--- src/rtl/axis_fifo_pkg.sv ---
// Shared types and constants for the FifoCore read-side AXI4-Stream adapter.
package axis_fifo_pkg;

   localparam int DLEN_DEFAULT = 8;
   localparam int BUF_DEPTH    = 3;

   typedef logic [1:0] buf_ptr_t;
   typedef logic [1:0] buf_cnt_t;

   // Circular pointer advance; the buffer is not a power of two deep.
   function automatic buf_ptr_t ptr_inc(input buf_ptr_t p);
      return (p == buf_ptr_t'(BUF_DEPTH - 1)) ? '0 : p + 2'd1;
   endfunction

endpackage

--- src/rtl/axis_rd_skid_buf.sv ---
// Three-entry circular prefetch buffer: push at tail, pop at head, registered head data.
module axis_rd_skid_buf
   import axis_fifo_pkg::*;
#(
   parameter int DLEN = DLEN_DEFAULT
) (
   input  logic            clk,
   input  logic            rstn,
   input  logic            push,
   input  logic [DLEN-1:0] push_data,
   input  logic            pop,
   output buf_cnt_t        count,
   output logic [DLEN-1:0] head_data
);

   logic [DLEN-1:0] mem_q [BUF_DEPTH];
   logic [DLEN-1:0] mem_d [BUF_DEPTH];
   buf_ptr_t        head_q, head_d;
   buf_ptr_t        tail_q, tail_d;
   buf_cnt_t        count_q, count_d;

   // The caller never pushes when full nor pops when empty.
   always_comb begin
      mem_d   = mem_q;
      head_d  = head_q;
      tail_d  = tail_q;
      count_d = count_q;
      if (push) begin
         mem_d[tail_q] = push_data;
         tail_d        = ptr_inc(tail_q);
      end
      if (pop) begin
         head_d = ptr_inc(head_q);
      end
      case ({push, pop})
         2'b10:   count_d = count_q + 2'd1;
         2'b01:   count_d = count_q - 2'd1;
         default: count_d = count_q;
      endcase
   end

   always_ff @(posedge clk or negedge rstn) begin
      if (!rstn) begin
         for (int i = 0; i < BUF_DEPTH; i++) mem_q[i] <= '0;
         head_q  <= '0;
         tail_q  <= '0;
         count_q <= '0;
      end else begin
         mem_q   <= mem_d;
         head_q  <= head_d;
         tail_q  <= tail_d;
         count_q <= count_d;
      end
   end

   assign count     = count_q;
   assign head_data = mem_q[head_q];

endmodule

--- src/rtl/axis_fifo_rd_adapter.sv ---
// FifoCore read port (pulse read, 1-cycle latency) to AXI4-Stream master.
// Optional TLAST framing with macro AXIS_RD_ADAPTER_TLAST_EN (PKT_LEN beats per packet).
module axis_fifo_rd_adapter
   import axis_fifo_pkg::*;
#(
   parameter int DLEN = DLEN_DEFAULT
`ifdef AXIS_RD_ADAPTER_TLAST_EN
   ,
   parameter int PKT_LEN = 16
`endif
) (
   input  logic            clk,
   input  logic            rstn,
   output logic            o_fifo_ren,
   input  logic [DLEN-1:0] i_fifo_rdata,
   input  logic            i_fifo_rempty,
   output logic            m_axis_tvalid,
   input  logic            m_axis_tready,
   output logic [DLEN-1:0] m_axis_tdata
`ifdef AXIS_RD_ADAPTER_TLAST_EN
   ,
   output logic            m_axis_tlast
`endif
);

   // Handshake: a beat transfers on a rising edge where tvalid && tready; tvalid and
   // tdata come only from registers, and tready reaches nothing but register inputs.
   logic     inflight_q, inflight_d;
   logic     fifo_ren;
   logic     room;
   logic     pop;
   buf_cnt_t buf_count;

   // A read is only issued when its data is guaranteed a slot on arrival.
   assign room = ({1'b0, buf_count} + {2'b00, inflight_q}) < 3'(BUF_DEPTH);

   always_comb begin
      fifo_ren   = !i_fifo_rempty && room;
      inflight_d = fifo_ren;
   end

   always_ff @(posedge clk or negedge rstn) begin
      if (!rstn) inflight_q <= 1'b0;
      else       inflight_q <= inflight_d;
   end

   assign o_fifo_ren    = fifo_ren;
   assign m_axis_tvalid = (buf_count != '0);
   assign pop           = m_axis_tvalid && m_axis_tready;

   axis_rd_skid_buf #(
      .DLEN(DLEN)
   ) u_buf (
      .clk      (clk),
      .rstn     (rstn),
      .push     (inflight_q),
      .push_data(i_fifo_rdata),
      .pop      (pop),
      .count    (buf_count),
      .head_data(m_axis_tdata)
   );

`ifdef AXIS_RD_ADAPTER_TLAST_EN
   localparam int BW = $clog2(PKT_LEN) + 1;
   localparam logic [BW-1:0] LAST_BEAT = BW'(PKT_LEN - 1);

   logic [BW-1:0] beat_q, beat_d;

   always_comb begin
      beat_d = beat_q;
      if (pop) beat_d = (beat_q == LAST_BEAT) ? '0 : beat_q + 1'b1;
   end

   always_ff @(posedge clk or negedge rstn) begin
      if (!rstn) beat_q <= '0;
      else       beat_q <= beat_d;
   end

   assign m_axis_tlast = (beat_q == LAST_BEAT) && m_axis_tvalid;
`endif

endmodule

--- config.mk ---
export PLATFORM = sky130hd
export DESIGN_NAME = axis_fifo_rd_adapter
export DESIGN_NICKNAME = d
export VERILOG_FILES = /design/src/rtl/axis_fifo_pkg.sv /design/src/rtl/axis_rd_skid_buf.sv /design/src/rtl/axis_fifo_rd_adapter.sv
export SDC_FILE = /design/constraint.sdc
export NUM_CORES = 1
export LEC_CHECK = 0
export BUFFER_PORTS_ARGS = -buffer_cell sky130_fd_sc_hd__buf_2
export CAP_MARGIN = 15
export CELL_PAD_IN_SITES_DETAIL_PLACEMENT = 0
export CELL_PAD_IN_SITES_GLOBAL_PLACEMENT = 1
export CORE_ASPECT_RATIO = 2
export CORE_UTILIZATION = 44
export CTS_CLUSTER_DIAMETER = 80
export DETAILED_ROUTE_END_ITERATION = 8
export PLACE_DENSITY_LB_ADDON = 0.1
export SETUP_SLACK_MARGIN = 0.05
export SLEW_MARGIN = 20
export SYNTH_ARGS = -nofsm -noshare
export SYNTH_HDL_FRONTEND = slang
export SYNTH_SLANG_ARGS = --single-unit
--- constraint.sdc ---
create_clock -name clk -period 1.7 [get_ports clk]
set_clock_uncertainty 0.1 [all_clocks]
set_input_delay 0.34 -clock clk [delete_from_list [all_inputs] [get_ports clk]]
set_output_delay 0.34 -clock clk [all_outputs]
set_load 0.005 [all_outputs]
**Word level (Yosys, flattened, before mapping)**

Index checks and enable logic that the tools add are counted.

- Flip-flop bits (word level): 31
- Bits of input ports: 12
- Output and inout port bits: 10
- Word-level logic and storage cells: 37

- Add/subtract/negate cells: 5
- $lt $le $gt $ge: 4
- Eq/ne operators: 4
- Muxes and demuxes: 9
- Bitwise logic cells: 2
- Reductions and logical operators: 6

Operators by type and width:

| operator | count |
|---|---|
| 24-bit bitwise mux | 1 |
| 8-bit two-way mux | 3 |
| 8-bit binary-select mux with 2-bit select | 1 |
| 8-bit demux with 2-bit select | 1 |
| 2-bit by 1-bit adder with 2-bit output, second input constant | 3 |
| 2-bit == test, second input constant | 3 |
| 3-bit >= comparator, second input constant | 2 |
| 2-bit inverter with 3-bit output | 2 |
| 2-bit two-way mux | 2 |
| 2-bit one-hot mux with 2 select lines | 1 |
| 2-bit nonzero test | 2 |
| 2-bit by 1-bit adder with 3-bit output | 1 |
| 1-bit logical AND | 3 |
| 3-bit by 1-bit < comparator with 1-bit output, second input constant | 1 |
| 3-bit by 2-bit < comparator with 1-bit output, second input constant | 1 |
| 2-bit by 1-bit == test with 1-bit output, second input constant | 1 |
| 2-bit by 1-bit subtractor with 2-bit output, second input constant | 1 |
| 1-bit zero test | 1 |

**Depth between registers and ports, before layout**

- Depth after elaboration: 6
- Depth in mapped cells: 6
- Gate-level depth less buffers: 6

**Modules after synthesis**

A second synthesis with hierarchy kept.

- Cell total of the unflattened synthesis: 104
- Area, all modules: 1417.6 um^2

By module, submodules not included:

| module | times used | cells an instance | area each (um^2) | sequential area each (um^2) |
|---|---|---|---|---|
| axis_rd_skid_buf | 1 | 98 | 1341.3 | 750.7 |
| axis_fifo_rd_adapter | 1 | 6 | 76.3 | 25.0 |

**Least setup slack after synthesis**

No wires, ideal clock.

- Path kind: register to output
- Start point: reg u_buf.count_q[0] (netlist: u_buf.count[0])
- End point: out o_fifo_ren
- Arrival time: 1162 ps
- Data required time: 1260 ps
- Setup slack: 98 ps
- Cell stages (with the launch flop): 4
- Buffers on the path: 0
- Cells stage by stage: dfrtp_1 ha_1 ha_1 a211oi_1

- Cells in the longest elaborated chain, start to end: 3

RTL lines:

| element | line | source |
|---|---|---|
| from (decl) | axis_rd_skid_buf.sv:20 | `buf_cnt_t count_q, count_d;` |
| from (signal assigned) | axis_rd_skid_buf.sv:52 | `count_q <= count_d;` |
| 2-bit by 1-bit adder with 3-bit output | axis_fifo_rd_adapter.sv:35 | `assign room = ({1'b0, buf_count} + {2'b00, inflight_q}) < 3'(BUF_DEPTH);` |
| 3-bit by 2-bit < comparator with 1-bit output | axis_fifo_rd_adapter.sv:35 |  |
| 1-bit logical AND | axis_fifo_rd_adapter.sv:38 | `fifo_ren = !i_fifo_rempty && room;` |
| to (decl) | axis_fifo_rd_adapter.sv:14 | `output logic o_fifo_ren,` |

Every way passes these cells.

**Final worst setup path**

- Start point: reg inflight_q
- End point: out o_fifo_ren

- Cells in the longest elaborated chain, start to end: 3

RTL lines:

| element | line | source |
|---|---|---|
| from (decl) | axis_fifo_rd_adapter.sv:28 | `logic inflight_q, inflight_d;` |
| from (signal assigned) | axis_fifo_rd_adapter.sv:44 | `else inflight_q <= inflight_d;` |
| 2-bit by 1-bit adder with 3-bit output | axis_fifo_rd_adapter.sv:35 |  |
| 3-bit by 2-bit < comparator with 1-bit output | axis_fifo_rd_adapter.sv:35 |  |
| 1-bit logical AND | axis_fifo_rd_adapter.sv:38 |  |

Every way passes these cells.

==> flow_metrics.tcl <==
set metrics [dict create \
    status "finished with violations" \
    violations "negative setup slack" \
    final-setup-viol-count 7 \
    grt_pass1_wl_mm 4.51 \
    top_level_ports 22 \
    dieWidth_um 42.2 \
    synth_top_area_cell "dfrtp_1" \
    yosys.area_share.simple_pct 6.08 \
    syn_nets 122 \
    grt_max_degree 32 \
    p_per_area_nw_per_um2 2090 \
    route.vias.total 971 \
    synth-compound-area-share_pct 5.47 \
    synth_xor_xnor_area_share_pct 1.85 \
    clock-root-buffer "clkbuf_8" \
    ys_warn_count 0 \
    drt_iter0_markers 6 \
    wl_per_cell_um 15.6 \
    muxShareOfSynthArea_pct 26.8 \
    grt_setup_unrepaired "yes" \
    n_antenna_cell 0 \
    path_clk_slew_ns 0.06 \
    worstHoldPathType "input pin to async pin" \
    wl_mm 2.79 \
    grt_overflow_total 0 \
    switching_share_pct 32.4 \
    antenna_found_initial 0 \
    period_minus_slack_ns 1.86 \
    timing.fmax_ghz 0.539 \
    core_um2 3010 \
    die_area_um2 3470 \
    synthTopCellsByArea "dfrtp_1 55%, mux2_2 13%, mux2_4 8.5%" \
    synth_top_family_by_area "multiplexers" \
    place_congestion 0.682 \
    path_delay_family "adder cells" \
    drv_cap 0 \
    period_share_pct 109 \
    first_pass_iters 4 \
    syn_area_um2 1420 \
    fin_tns_setup_ns -0.336 \
    final_hold_viol_count 0 \
    critical_path_buf_inv_count 1 \
    grt_pass1_vias 969 \
    p_leak_nw 0.886 \
    nNetsFinal 163 \
    pwr-share-clk_pct 16.2 \
    critPathArrivalTime_ns 1.42 \
    final_cell_area_um2 1860 \
    crit_chain "ha_2, ha_4, a211oi_2, buf_2" \
    crit_fanout 2 \
    synthFlopType "dfrtp_1" \
    clock_latency_ns 0.28 \
    rows 28 \
    drcViolationCount 0 \
    cpPeakStageDelay_ns 0.38 \
    dpl_cell_area_um2 1640 \
    p_int_w 0.00262 \
    port-buffer-count 21 \
    switchingPower_w 0.00126 \
    synth_edf_count 0 \
    cp_slowest_cell "dfrtp_1" \
    htree_levels 2 \
    synth_most_common_cell "dfrtp_1" \
    synth-seq-area-share_pct 54.7 \
    synthCells 107 \
    dpl.hpwl_mm 1.85 \
    fin_ws_ns -0.157 \
    post-place-ws_ns -0.00627 \
    cp.required_ns 1.26 \
    ys_ff_latch 31 \
    relSlewSlack_pct 53.5 \
    cp-start-kind "flop" \
    synth-adder-area-share_pct 2.65 \
    area_growth_pct 30.8 \
    avgSynthCellArea_um2 13.3 \
    seqPwrFrac_pct 35.6 \
    cts_max_path_buffers 2 \
    cts_buffers 5 \
    synth.distinct_cells 23 \
    combPwrFrac_pct 48.2 \
    avgViaCountPerCell 5.42 \
    cts_hold_buf 0 \
    netlist_top_cells_count "31 x dfrtp_1, 16 x mux2_2, 11 x o21ai_0" \
    drv_slew 0 \
    cts.sinks 31 \
    ir_worst_vdd_mv 1.09 \
    async_reset_ff_share_pct 100 \
    synth_top_area_share_pct 54.7 \
    path_class "flop to primary output" \
    ant_nets 0 \
    worst_pin_slew_ns 0.697 \
    start_util_pct 47.1 \
    cts_tree "built" \
    crit_path_end_kind "primary output" \
    grt_util_all_layers_pct 17.6 \
    die_h_um 82.3 \
    drive_gt1_share_pct 58.4 \
]
per-layer routing:
| metal | global-route usage [%] | vias to the layer above | part of all wire [%] |
|---|---|---|---|
| li1 | - | 456 | - |
| met1 | 20.7 | 492 | 42 |
| met2 | 30.6 | 18 | 53 |
| met3 | 4.57 | 5 | 3.2 |
| met4 | 6.56 | 0 | 1.5 |
| met5 | 0 | - | 0 |
kinds of logic after synthesis:
group / after synthesis
fa+ha+maj: 3
xor+xnor: 3
compound gates: 14
simple gates: 17
buf+inv: 7
flops: 31
mux: 32
registers in the layout, indices dropped and copies added, names as in the netlist:
register and cells:
u_buf.mem_q 24, u_buf.head_q 2, u_buf.count 2, inflight_q 1, u_buf.tail_q 2
worst paths after layout:
kind                       cells after the start  slack [ns]         endpoint             from
max                                            4       -0.16       o_fifo_ren       inflight_q
min                                            1       0.004  u_buf.mem_q[18]             rstn
max reg2reg                                    9       -0.03   u_buf.count[1]   u_buf.count[0]
min reg2reg                                    1        0.41  u_buf.mem_q[21]  u_buf.mem_q[21]
max in group asynchronous                      1        1.01  u_buf.head_q[0]             rstn
min in group clk                               2        0.12       inflight_q    i_fifo_rempty
power by group through the flow:
stage          clock (W)  combinational, W  sequential [W]
2_1_floorplan          0           0.00104         0.00131
3_3_place_gp           0           0.00155         0.00132
3_5_place_dp           0           0.00160         0.00135
4_1_cts         0.000650           0.00174         0.00135
5_1_grt         0.000676           0.00206         0.00143
6_report        0.000630           0.00187         0.00138
worst register-to-register path: stages (launching register included):
cell and delay, ns:
dfrtp_1 0.38, buf_4 0.14, buf_6 0.10, buf_6 0.11
o21ai_1 0.16, inv_1 0.08, ha_1 0.19, xnor2_1 0.12
nor2_1 0.13, xor2_1 0.15
cell usage in the layout (no fill, tap or decap), types with 2 or more instances in the layout:
| cell | count |
|---|---|
| nand2_2 | 8 |
| inv_1 | 2 |
| a21o_1 | 2 |
| mux2_2 | 16 |
| buf_6 | 3 |
| nand2_1 | 2 |
| clkbuf_8 | 7 |
| buf_2 | 21 |
| o21ai_0 | 2 |
| o21ai_1 | 7 |
| mux2i_1 | 8 |
| dfrtp_1 | 30 |
| xnor2_1 | 2 |
| o21ai_2 | 2 |
| buf_4 | 12 |
| mux2_4 | 8 |
timing repair:
item                                    4_1_cts  5_1_grt
hold endpoints to repair                      0        0
endpoints found under the setup margin       10       11
gates resized for setup                      16       14
setup buffers                                 2        1
pin swaps                                    10        1
cloned                                        0        1
area by class of cell:
class | instances | area [µm²]
timing repair buffer | 38 | 269
sequential | 31 | 777
inverter | 3 | 11.3
clock buffer | 8 | 100
fill | 262 | 1160
multi-input combinational | 69 | 661
tap | 30 | 37.5
metrics by stage:
step | total power [W] | std cells | hold slack, ns | utilization, %
after global routing | 0.00416 | 179 | 0.0573 | 61.6
after global placement | 0.00287 | 167 | 0.302 | 54.3
final | 0.00388 | 179 | 0.00416 | 61.6
after floorplan | 0.00235 | 107 | -0.0556 | -
after CTS | 0.00374 | 177 | 0.0213 | 59.3
after detailed placement | 0.00295 | 167 | 0.326 | 54.3
Power figures use the tool's default switching activity.
